--- config.mk ---
export PLATFORM = sky130hd
export DESIGN_NAME = fx_eq_param_sched
export DESIGN_NICKNAME = d
export VERILOG_FILES = /design/src/rtl/fx_eq_param_sched.sv
export SDC_FILE = /design/constraint.sdc
export NUM_CORES = 1
export LEC_CHECK = 0
export CORE_ASPECT_RATIO = 2
export CORE_MARGIN = 4
export CORE_UTILIZATION = 49
export CTS_BUF_LIST = sky130_fd_sc_hd__clkbuf_4
export DETAILED_ROUTE_END_ITERATION = 8
export MAX_ROUTING_LAYER = met4
export PLACE_DENSITY_LB_ADDON = 0.3
export SYNTH_ARGS = -nofsm -noshare
export SYNTH_HDL_FRONTEND = slang
export SYNTH_SLANG_ARGS = --single-unit
--- constraint.sdc ---
create_clock -name clk -period 8.55 [get_ports clk]
set_clock_uncertainty 0.05 [all_clocks]
set_input_delay 1.71 -clock clk [delete_from_list [all_inputs] [get_ports clk]]
set_output_delay 1.71 -clock clk [all_outputs]
set_load 0.01 [all_outputs]
--- src/rtl/fx_eq_param_sched.sv ---
// EQ gain ramp scheduler: steps one band per sample tick toward its target,
// round-robin across the four bands, and announces each step over a req/ack handshake.
//
// state    | meaning
// ---------+----------------------------------------------------------
// ST_IDLE  | no request outstanding; a sample tick may step one band
// ST_REQ   | coef_req held with band/value until the engine acknowledges
module fx_eq_param_sched #(
   parameter int unsigned PARAM_W   = 7,
   parameter int unsigned STEP      = 4,
   parameter int unsigned RESET_VAL = 64
) (
   input  logic               clk,
   input  logic               reset_n,
   input  logic               sample_tick,
   input  logic [PARAM_W-1:0] low_tgt,
   input  logic [PARAM_W-1:0] mid_tgt,
   input  logic [PARAM_W-1:0] high_tgt,
   input  logic [PARAM_W-1:0] pres_tgt,
   output logic [PARAM_W-1:0] low_gain,
   output logic [PARAM_W-1:0] mid_gain,
   output logic [PARAM_W-1:0] high_gain,
   output logic [PARAM_W-1:0] presence,
   output logic               coef_req,
   output logic [1:0]         coef_band,
   output logic [PARAM_W-1:0] coef_val,
   input  logic               coef_ack,
   output logic               settled,
   output logic               overrun
);

   localparam logic [PARAM_W-1:0]        RESET_GAIN = PARAM_W'(RESET_VAL);
   localparam logic signed [PARAM_W:0]   STEP_S     = (PARAM_W+1)'(STEP);

   typedef enum logic {
      ST_IDLE = 1'b0,
      ST_REQ  = 1'b1
   } state_t;

   state_t               state_q, state_d;
   logic [PARAM_W-1:0]   cur_q [4];
   logic [PARAM_W-1:0]   tgt   [4];
   logic [1:0]           rr_q, rr_d;

   logic                 req_d;
   logic [1:0]           band_d;
   logic [PARAM_W-1:0]   val_d;
   logic                 step_en;
   logic                 settled_d;
   logic                 overrun_d;

   logic                 found;
   logic [1:0]           sel;
   logic [1:0]           idx;
   logic signed [PARAM_W:0] diff;
   logic signed [PARAM_W:0] mag;
   logic signed [PARAM_W:0] delta;
   logic [PARAM_W-1:0]   new_val;
   logic                 all_eq;

   assign tgt[0] = low_tgt;
   assign tgt[1] = mid_tgt;
   assign tgt[2] = high_tgt;
   assign tgt[3] = pres_tgt;

   assign low_gain  = cur_q[0];
   assign mid_gain  = cur_q[1];
   assign high_gain = cur_q[2];
   assign presence  = cur_q[3];

   // First band off target, scanning from the round-robin pointer.
   always_comb begin
      found = 1'b0;
      sel   = rr_q;
      idx   = '0;
      for (int k = 0; k < 4; k++) begin
         idx = rr_q + 2'(k);
         if (!found && (cur_q[idx] != tgt[idx])) begin
            found = 1'b1;
            sel   = idx;
         end
      end
   end

   // Bounded step toward target; the clamp to |diff| prevents overshoot and wrap.
   always_comb begin
      diff    = $signed({1'b0, tgt[sel]}) - $signed({1'b0, cur_q[sel]});
      mag     = (diff < 0) ? -diff : diff;
      delta   = (mag > STEP_S) ? STEP_S : mag;
      new_val = (diff < 0) ? (cur_q[sel] - delta[PARAM_W-1:0])
                           : (cur_q[sel] + delta[PARAM_W-1:0]);
   end

   always_comb begin
      all_eq = 1'b1;
      for (int i = 0; i < 4; i++) begin
         if (cur_q[i] != tgt[i]) all_eq = 1'b0;
      end
   end

   always_comb begin
      state_d   = state_q;
      rr_d      = rr_q;
      req_d     = coef_req;
      band_d    = coef_band;
      val_d     = coef_val;
      step_en   = 1'b0;
      settled_d = (state_q == ST_IDLE) && all_eq;
      overrun_d = sample_tick && (state_q == ST_REQ);
      case (state_q)
         ST_IDLE: begin
            if (sample_tick && found) begin
               step_en = 1'b1;
               req_d   = 1'b1;
               band_d  = sel;
               val_d   = new_val;
               rr_d    = sel + 2'd1;
               state_d = ST_REQ;
            end
         end
         ST_REQ: begin
            if (coef_ack) begin
               req_d   = 1'b0;
               state_d = ST_IDLE;
            end
         end
         default: state_d = ST_IDLE;
      endcase
   end

   always_ff @(posedge clk or negedge reset_n) begin
      if (!reset_n) begin
         state_q   <= ST_IDLE;
         rr_q      <= '0;
         coef_req  <= 1'b0;
         coef_band <= '0;
         coef_val  <= '0;
         settled   <= 1'b0;
         overrun   <= 1'b0;
      end else begin
         state_q   <= state_d;
         rr_q      <= rr_d;
         coef_req  <= req_d;
         coef_band <= band_d;
         coef_val  <= val_d;
         settled   <= settled_d;
         overrun   <= overrun_d;
      end
   end

   always_ff @(posedge clk or negedge reset_n) begin
      if (!reset_n) begin
         for (int i = 0; i < 4; i++) cur_q[i] <= RESET_GAIN;
      end else if (step_en) begin
         cur_q[sel] <= new_val;
      end
   end

endmodule

==> flow_summary.ini, run 1 <==
[synth]
synthArstFlopShare_pct = 100
ys_seq_area_share_pct = 28.6
synth_top_family_by_area = simple AND/OR/NAND/NOR gates
synth_mux_area_share_pct = 10.6
synth-adder-area-share_pct = 6.68
synthCells = 444
syn_nets = 495
synth_flop_cell = dfrtp_1
syn_area_mm2 = 0.00378
yosys.area_share.simple_pct = 22.3
synth.distinct_cells = 67
syn_avg_cell_area_um2 = 8.52
synth_xor_area_share_pct = 8.90
yosys_warnings = 0
synth-seq-cells = 43
synth-edff-count = 0
synth-compound-area-share_pct = 19.3

[sta]
layout_min_cycle_time_ns = 8.29
hold_viol = 0
relSlewSlack_pct = 28.6
tightest_slew_ns = 1.05
fmax_ghz = 0.121
post-route-period-util_pct = 96.9
hold_ws_ns = 0.446
setup_viol = 0
final_max_slew_viol_count = 0

[worst_setup_path]
crit_family = simple AND/OR/NAND/NOR gates
path_class = input port to flip-flop
cpMostUsedCell = buf_4
r2r_start = mid_gain[6]
reg2reg_slack_ns = 1.54
cp-endpoint = mid_gain[6]
r2r_end = mid_gain[6]
critPathLaunchType = input port
cp.arrival_ns = 8.53
slowest_delay_ns = 0.51
cp_slowest_cell = or4_1
crit_path_start = mid_tgt[5]
crit_fanout = 7
end_kind = flip-flop
crit_cells = 32
worstPathRequired_ns = 8.79
r2r_cells = 31
critPathBufInv = 8

[grt]
use_met2_pct = 48.4
grt_pass1_vias = 3987
grt_max_degree = 44
met3_usage_pct = 1.83
grt_overflow = 0
antenna_found_initial = 0
track_usage_pct = 27.8
busiest_layer = met2
grt_first_pass_wirelength_mm = 19.9
grt_use_met1_pct = 29.4

[routing]
wl_mm = 12.6
ant_nets = 0
drc = 0
drt_first_pass_iters = 5
vias = 3863
wl_per_cell_um = 19.8
routed_via_density = 6.07
initialDrtViolationCount = 205

[clocking]
cts-root-buf = clkbuf_4
path_clk_slew_ns = 0.12
h-tree-depth = 2
cts_buffer_depth = 2
cts_tree = done
postCtsHoldBufs = 0
cts_made_buffers = 5
clk_latency_ns = 0.35
clock_sinks = 43

[hold_path]
hold_path_startpoint = coef_val[1]
whs_path_depth = 2
hp-class = flip-flop to flip-flop

[layout]
layout-drive-gt1-share_pct = 17.7
fin_util_pct = 65.3
n_fill_cell = 673
antenna_cells = 0
synthToLayoutAreaGrowth_pct = 30.2
final_nets = 592

[run_status]
run_status = finished, final reports clean

[floorplanning]
coreArea_mm2 = 0.00754
num_io_pins = 72
die-width_um = 70.1
die-area_mm2 = 0.00927
fp.dieH_um = 132
start_util_pct = 50.1
rows = 45

[placed_design]
dp_hpwl_mm = 10.1
portBuffers = 71
place.gp.congestion = 0.979

[job]
maxCapViolations = 0
==> final cells by class <==
| cell class | count | area (um^2) | area share (%) |
|---|---|---|---|
| Multi-Input combinational cell | 367 | 2620 | 53.3 |
| Inverter | 18 | 67.6 | 1.37 |
| Tap cell | 94 | 118 | 2.39 |
| Clock inverter | 2 | 12.5 | 0.254 |
| Timing Repair Buffer | 106 | 978 | 19.9 |
| Sequential cell | 43 | 1080 | 21.9 |
| Clock buffer | 6 | 45.0 | 0.914 |
==> cells by family (layout without fill, tap and decap cells) <==
family | count (synthesis) | after routing
compound gates | 107 | 107
fa+ha+maj | 19 | 19
xor+xnor | 36 | 36
simple gates | 167 | 167
flops | 43 | 43
buf+inv | 34 | 132
mux | 38 | 38
==> how the worst min path moves through the flow <==
stage,end,slack (ns)
floorplan,settled,0.40
global placement,coef_val[1],0.42
detailed placement,coef_val[1],0.42
CTS,coef_val[1],0.45
global route,coef_val[0],0.49
finish,coef_val[1],0.45
==> metrics by stage <==
stage | TNS, ns | instances | instance area [um^2] | setup slack (ns)
5_1_grt | -0.0190 | 636 | 4930 | -0.00761
6_report | 0 | 636 | 4930 | 0.263
4_1_cts | 0 | 630 | 4820 | 0.235
3_5_place_dp | -0.196 | 622 | 4760 | -0.0997
3_3_place_gp | 0 | 622 | 4760 | 0.0215
2_1_floorplan | 0 | 444 | 3780 | 0.197
==> synth_stat cells, types with 10 or more instances <==
| cell | count | area share (%) |
|---|---|---|
| nand2_1 | 76 | 7.5 |
| dfrtp_1 | 39 | 26 |
| o21ai_0 | 30 | 4.0 |
| xor2_1 | 23 | 5.3 |
| mux2i_1 | 21 | 5.6 |
| a21oi_1 | 18 | 2.4 |
| inv_1 | 18 | 1.8 |
| nor2_1 | 18 | 1.8 |
| ha_1 | 17 | 5.6 |
| mux2_2 | 16 | 4.8 |
| nand3_1 | 13 | 1.7 |
| clkbuf_1 | 12 | 1.2 |
| xnor2_1 | 11 | 2.5 |
| a31oi_1 | 10 | 1.7 |
==> worst reg2reg max path: cells and delay by family, from the launching register on <==
family,cells,cell delay (ns)
simple gates,10,2.11
flops,1,0.60
compound gates,6,1.04
buf+inv,7,0.97
xor+xnor,2,0.67
fa+ha+maj,3,0.83
mux,3,0.69
==> per-layer routing <==
metal,up-vias,share of wire [%]
li1,1806,-
met1,1848,37
met2,157,52
met3,52,3.9
met4,0,7.1
met5,-,0
==> repair_timing <==
action / in CTS / in global routing
setup endpoints to repair: 0 / 18
gates resized for setup: 0 / 20
setup buffers: 0 / 6
==> flip-flops by register name, indices dropped and copies added (netlist names) <==
register / cells
coef_band: 2
coef_req: 1
coef_val: 7
high_gain: 7
low_gain: 7
mid_gain: 7
overrun: 1
presence: 7
rr_q: 2
settled: 1
state_q: 1
==> layout by cell type (no fill, tap or decap), types with 3 or more instances in the layout <==
cell type        Yosys  final
inv_1               18     17
o2111ai_1            4      4
nor3b_1              3      3
a211o_1              3      3
nor3_1               9      7
a21oi_1             18     18
nand3_1             13     13
dfrtp_1             39     39
buf_4                0     32
o21ai_1              6      6
ha_1                17     16
nor2b_1              3      3
o22ai_1              4      4
dfstp_2              4      4
or2_2                3      3
o21ai_0             30     28
nand2b_1             5      5
nand2_1             76     76
a31o_2               3      3
clkbuf_4             0      6
or4_1                5      5
nor3_2               1      3
mux2_2              16     16
clkdlybuf4s50_1      0     68
and3_1               9      9
xnor2_1             11     10
and2_1               5      5
o21a_1               3      3
nand4_1              4      4
nor4_1               3      3
a21o_1               3      3
xor2_1              23     23
a31oi_1             10      9
nor2_1              18     17
mux2i_1             21     19
Power of run 1 is left out: the tool's default activity adds up to more than one toggle a clock period on the data nets, which glitch-free logic cannot reach.
==> run 2, diff against run 1 <==
CORE_MARGIN = unset   (was 4)
==> flow_summary.ini, run 2 (synthesized netlist as in run 1, its figures left out) <==
[layout]
synthToLayoutAreaGrowth_pct = 28.6
mostFrequentLayoutCells = nand2_1, clkdlybuf4s50_1, dfrtp_1
layout-drive-gt1-share_pct = 15.3
fin_util_pct = 64.5
final_nets = 587
final_common_cell = nand2_1
final_cells = 632

[grt]
grt_max_degree = 44
grt_first_pass_wirelength_mm = 19.4
antenna_found_initial = 1
grt_overflow = 0
grt_pass1_vias = 3849
track_usage_pct = 32.4

[placed_design]
place_inst = 623
place.gp.congestion = 0.950
dp_hpwl_mm = 9.73
portBuffers = 71

[routing]
wl_mm = 12.1
vias = 3779
routed_via_density = 5.98
initialDrtViolationCount = 208
wl_per_cell_um = 19.1
drt_first_pass_iters = 7
drc = 0
ant_nets = 0

[clocking]
cts-root-buf = clkbuf_4
path_clk_slew_ns = 0.13
cts_tree = done
clk_latency_ns = 0.37
cts_made_buffers = 5
clock_sinks = 43
cts_buffer_depth = 2
h-tree-depth = 2

[worst_setup_path]
path_class = input port to flip-flop
end_kind = flip-flop
worstPathRequired_ns = 8.80
critPathLaunchType = input port
cp.arrival_ns = 8.41
reg2reg_slack_ns = 1.69
crit_fanout = 16
cp_slowest_cell = clkdlybuf4s50_1
slowest_delay_ns = 0.52

[sta]
hold_viol = 0
tightest_slew_ns = 1.04
setup_viol = 0
post-route-period-util_pct = 95.5
hold_ws_ns = 0.452
final_max_slew_viol_count = 0
layout_min_cycle_time_ns = 8.16
fmax_ghz = 0.123
relSlewSlack_pct = 29.5

[floorplanning]
fp.dieH_um = 126
num_io_pins = 72
start_util_pct = 50.1
die-area_mm2 = 0.00810
coreArea_mm2 = 0.00754
rows = 45
die-width_um = 64.1

[run_status]
run_status = finished, final reports clean

[hold_path]
hp-class = flip-flop to flip-flop

[job]
maxCapViolations = 0
-- run 2: timing repair --
action / 4_1_cts / 5_1_grt
hold buffers: 0 / 0
endpoints found under the setup margin: 0 / 5
setup buffers: 0 / 0
resized for setup: 0 / 4
-- run 2: critical path, delay by kind of cell --
kind / cells / cell delay (ns)
compound gates: 9 / 1.75
mux: 1 / 0.30
xor+xnor: 2 / 0.33
buf+inv: 7 / 1.55
fa+ha+maj: 3 / 1.04
simple gates: 8 / 1.71
-- run 2: metrics by stage --
step / area, um^2 / TNS, ns / worst slack [ns]
floorplan: 3780 / 0 / 0.197
global placement: 4770 / 0 / 0.273
detailed placement: 4770 / 0 / 0.102
CTS: 4840 / 0 / 0.487
global route: 4870 / -0.00208 / -0.00208
finish: 4870 / 0 / 0.387
-- run 2: per-layer routing --
layer | GRT usage (%) | up-vias | part of all wire, %
met4 | 20.9 | 0 | 6.6
met2 | 56.6 | 139 | 52
li1 | - | 1789 | -
met5 | - | - | 0
met3 | 2.08 | 52 | 3.7
met1 | 34.5 | 1799 | 37
-- run 2: final timing paths --
kind,from,to,cells after the start
min in group asynchronous,reset_n,presence[5],1
min reg2reg,coef_val[3],coef_val[3],2
max,high_tgt[1],coef_val[6],30
min,coef_val[3],coef_val[3],2
max in group asynchronous,reset_n,high_gain[3],1
max reg2reg,high_gain[6],coef_val[6],29
-- run 2: area by class of cell --
class / instances / area (um^2)
fill: 657 / 2680
sequential: 43 / 1080
tap: 94 / 118
inverter: 18 / 67.6
timing repair buffer: 101 / 931
clock buffer: 5 / 37.5
antenna: 1 / 2.50
multi-input combinational: 367 / 2590
clock inverter: 3 / 38.8
Power of run 2 is left out for the same reason.
